===== src/rtl/parity_accum_bank.sv =====
// Bank of P parity words that XOR-accumulate K partial-product beats, then drain one per handshake.
// Optional all_zero flag port is built when PARITY_ZERO_FLAG_EN is defined.
module parity_accum_bank #(
  parameter int M  = 16,
  parameter int P  = 4,
  parameter int K  = 8,
  parameter int IW = $clog2(P),
  parameter int CW = $clog2(K + 1)
) (
  input  logic          clk,
  input  logic          rst,
  input  logic          start,
  input  logic          in_valid,
  output logic          in_ready,
  input  logic [M-1:0]  in_data,
  input  logic [IW-1:0] in_idx,
  output logic          out_valid,
  input  logic          out_ready,
  output logic [M-1:0]  out_data,
  output logic [IW-1:0] out_idx,
  output logic          busy,
  output logic          done
`ifdef PARITY_ZERO_FLAG_EN
  ,
  output logic          all_zero
`endif
);

  typedef enum logic [1:0] {IDLE, ACCUM, DRAIN} state_t;

  state_t        state;
  logic [M-1:0]  words [P];
  logic [M-1:0]  nxt   [P];
  logic [CW-1:0] beat_cnt;
  logic [IW-1:0] rd_ptr;
  logic          accept;
  logic          take;

  assign accept   = in_valid & in_ready;
  assign take     = out_valid & out_ready;
  assign out_data = words[rd_ptr];
  assign out_idx  = rd_ptr;

  // Out-of-range indices match no word, so such beats only advance the counter.
  always_comb begin
    for (int unsigned i = 0; i < P; i++) begin
      nxt[i] = words[i];
      if (accept && in_idx == IW'(i))
        nxt[i] = words[i] ^ in_data;
    end
  end

`ifdef PARITY_ZERO_FLAG_EN
  logic nxt_zero;
  always_comb begin
    nxt_zero = 1'b1;
    for (int unsigned i = 0; i < P; i++)
      if (nxt[i] != '0)
        nxt_zero = 1'b0;
  end
`endif

  always_ff @(posedge clk or posedge rst) begin
    if (rst) begin
      state     <= IDLE;
      for (int unsigned i = 0; i < P; i++)
        words[i] <= '0;
      beat_cnt  <= '0;
      rd_ptr    <= '0;
      in_ready  <= 1'b0;
      out_valid <= 1'b0;
      busy      <= 1'b0;
      done      <= 1'b0;
`ifdef PARITY_ZERO_FLAG_EN
      all_zero  <= 1'b0;
`endif
    end else begin
      done <= 1'b0;
      case (state)
        IDLE: begin
          if (start) begin
            for (int unsigned i = 0; i < P; i++)
              words[i] <= '0;
            beat_cnt <= '0;
            state    <= ACCUM;
            in_ready <= 1'b1;
            busy     <= 1'b1;
`ifdef PARITY_ZERO_FLAG_EN
            all_zero <= 1'b0;
`endif
          end
        end
        ACCUM: begin
          if (accept) begin
            words    <= nxt;
            beat_cnt <= beat_cnt + 1'b1;
            if (beat_cnt == CW'(K - 1)) begin
              state     <= DRAIN;
              rd_ptr    <= '0;
              in_ready  <= 1'b0;
              out_valid <= 1'b1;
`ifdef PARITY_ZERO_FLAG_EN
              all_zero  <= nxt_zero;
`endif
            end
          end
        end
        DRAIN: begin
          if (take) begin
            if (rd_ptr == IW'(P - 1)) begin
              state     <= IDLE;
              rd_ptr    <= '0;
              out_valid <= 1'b0;
              busy      <= 1'b0;
              done      <= 1'b1;
            end else begin
              rd_ptr <= rd_ptr + 1'b1;
            end
          end
        end
        default: state <= IDLE;
      endcase
    end
  end

endmodule


===== config.mk =====
export PLATFORM = sky130hd
export DESIGN_NAME = parity_accum_bank
export DESIGN_NICKNAME = d
export VERILOG_FILES = /design/src/rtl/parity_accum_bank.sv
export SDC_FILE = /design/constraint.sdc
export NUM_CORES = 1
export LEC_CHECK = 0
export CORE_AREA = 2 2 92 130
export DETAILED_ROUTE_END_ITERATION = 8
export DIE_AREA = 0 0 94 132
export PLACE_DENSITY = 0.66
export SYNTH_ARGS = -nofsm -noshare
export SYNTH_HDL_FRONTEND = slang
export SYNTH_SLANG_ARGS = --single-unit

===== constraint.sdc =====
create_clock -name clk -period 2.7 [get_ports clk]
set_input_delay 0.54 -clock clk [delete_from_list [all_inputs] [get_ports clk]]
set_output_delay 0.54 -clock clk [all_outputs]
set_load 0.1 [all_outputs]

==> flow_summary.ini <==
[place]
io_buffers = 44
place.gp.congestion = 0.806
hpwl_um = 8210

[timing]
slew_viol_final = 0
hold_viol_final = 0
min_period_over_period = 0.908
period_needed_ns = 2.45
skew_ns = 0.00289
setup_viol_count_final = 0
worst_slew_pin_slew_ns = 0.659
slew_headroom = 0.561
rsz0062_at_grt = false
fin_tns_setup_ns = 0
fmax_mhz = 408

[global_route]
grt_pass1_vias = 4020
busiest_layer = met2
met3_usage = 0.0297
grtUsageTotal = 0.211
use_met1 = 0.271
grt_overflow = 0
grt_util_met2 = 0.353
grt_antenna_before_repair = 0
grt_max_degree = 77
grt_pass1_wl_um = 20800

[clocking]
cts.hold.buffers_added = 0
clock_sinks = 76
clk_pin_slew_worst_paths_ns = 0.06
htree_levels = 3
ctsResizeCount = 0
cts_tree = done
cts.root.buffer_cell = clkbuf_16
postCtsSetupBuffers = 0
numCtsBuffers = 9
clock_path_buffers = 2
clkLatencyLatePin_ns = 0.33

[critical_path]
required_ns = 2.16
start_kind = flop
end_kind = primary output
crit_fanout = 19
path_class = reg -> out
cp_data_arrival_time_ns = 1.91

[synthesis]
seq_area_frac_synth = 0.431
synth_top_cell_by_area = dfrtp_1
syn-num-nets = 464
yosysWarningCount = 0
ys.flop_type = dfrtp_1
ys_types = 43
async_reset_ff_frac = 1.00
synth_edf_count = 0
syn_avg_cell_area_um2 = 10.0
netlist_area_um2 = 4410
synth_commonest_cells = dfrtp_1, nand2b_1, o311ai_0
ys_ff_latch = 76
synth_top_cells_by_area = dfrtp_1, nand2b_1, o311ai_0
synth_top_area_share = 0.431
syn_inst = 439
synth_most_common_cell = dfrtp_1

[power]
p_comb_frac = 0.528
p_total_uw = 7060
power_density_nw_per_um2 = 1290
clkPwrFrac = 0.201
pwr-share-seq = 0.271
p_int_uw = 3950
irDropWorstVdd_mv = 0.730
p_leak_uw = 0.00215
p_switching_uw = 3110
p_sw_frac = 0.441

[flow_run]
drv_cap = 0

[die]
core_um2 = 11200
start_util = 0.393
die_x_um = 94
num_rows = 46
fp.dieH_um = 132
dieArea_um2 = 12400
io_pins = 45

[detailed_routing]
final_antenna_net_count = 0
drt-vias-per-instance = 6.26
drt_pass1_iterations = 5
initialDrtViolationCount = 350
drt_wl_total_um = 12700
vias = 3916
drcViolationCount = 0
wl_per_cell_um = 20.2

[outcome]
outcome = finished clean

[hold_path]
hold_class = reg -> reg

[final_layout]
final_layout_size_suffix_gt1_frac = 0.176
fin_nets = 502
area_delta_synth_final_pct = 24.2
antenna_cells = 0
-- cells by family (layout without fill, tap and decap cells) --
| logic type | count (synthesis) | count (layout) | synth area share |
|---|---|---|---|
| flops | 76 | 76 | 0.431 |
| compound gates | 133 | 133 | 0.214 |
| buf+inv | 46 | 89 | 0.0513 |
| mux | 17 | 17 | 0.0839 |
| simple gates | 165 | 165 | 0.214 |
| fa+ha+maj | 2 | 2 | 0.00567 |
-- area by class of cell --
type / instances / area [um2]
timing repair buffer: 68 / 741
tap: 144 / 180
sequential: 76 / 1900
clock buffer: 12 / 256
fill: 1032 / 5740
clock inverter: 4 / 95.1
multi-input combinational: 317 / 2280
inverter: 5 / 18.8
-- final timing paths --
check	from	end	depth (start not counted)	slack (ns)
worst min register to register	beat_cnt[1]	beat_cnt[1]	1	0.53
worst max register to register	state[0]	words[43]	3	0.51
max in group asynchronous	rst	out_idx[0]	3	1.71
min in group asynchronous	rst	words[8]	3	0.62
worst min-delay path	beat_cnt[1]	beat_cnt[1]	1	0.53
worst max-delay path	out_idx[1]	out_data[7]	2	0.25
-- routing by layer --
layer	share of wire	wire (um)
met3	0.040	509
met2	0.52	6570
met5	0	0
met4	0.024	306
met1	0.42	5280
-- metrics by stage --
| stage | cells | utilization | setup WS (ns) | hold slack, ns | cell area, um2 |
|---|---|---|---|---|---|
| 5_1_grt | 626 | 0.488 | 0.192 | 0.568 | 5480 |
| 3_3_place_gp | 610 | 0.457 | 0.234 | 0.508 | 5130 |
| 3_5_place_dp | 610 | 0.457 | 0.162 | 0.522 | 5130 |
| 2_1_floorplan | 439 | - | 0.0489 | 0.490 | 4410 |
| 4_1_cts | 626 | 0.488 | 0.236 | 0.535 | 5480 |
| 6_report | 626 | 0.488 | 0.249 | 0.529 | 5480 |
-- cells in the final DEF (no fill, tap or decap), types with 2 or more instances in the layout --
master,instances
o211a_1,3
clkbuf_8,2
nand3_1,29
a31oi_1,2
clkbuf_16,9
o21bai_2,2
dfrtp_1,74
and3_1,2
nand2_1,6
a221o_1,3
inv_1,3
buf_12,14
clkdlybuf4s50_1,22
or3_1,4
o21ai_0,22
o21ai_1,32
inv_2,2
o211ai_1,15
dfrtp_2,2
nor3_1,6
o311a_1,2
bufinv_16,3
ha_1,2
or4_1,3
mux4_2,16
nand4_1,12
nor2_1,29
nand2b_1,65
o311ai_0,46
a21oi_1,2
buf_4,32
-- state kept, by name, summed over array words and instances, names as in the netlist --
signal,count
beat_cnt,4
busy,1
done,1
in_ready,1
out_idx,2
out_valid,1
state,2
words,64
-- power by group through the flow --
stage	registers (uW)	clock network, uW	logic, uW
after floorplan	1930	0	2550
after global placement	1890	0	3670
after detailed placement	1910	0	3730
after CTS	1900	1440	3740
after global routing	1970	1480	3910
final	1910	1420	3730
-- critical path, cell delays in order, from the launching register on --
cell     delay (ns)
dfrtp_2        0.74
mux4_2         0.59
buf_4          0.25
No activity file was read; power rests on OpenSTA's default activity.
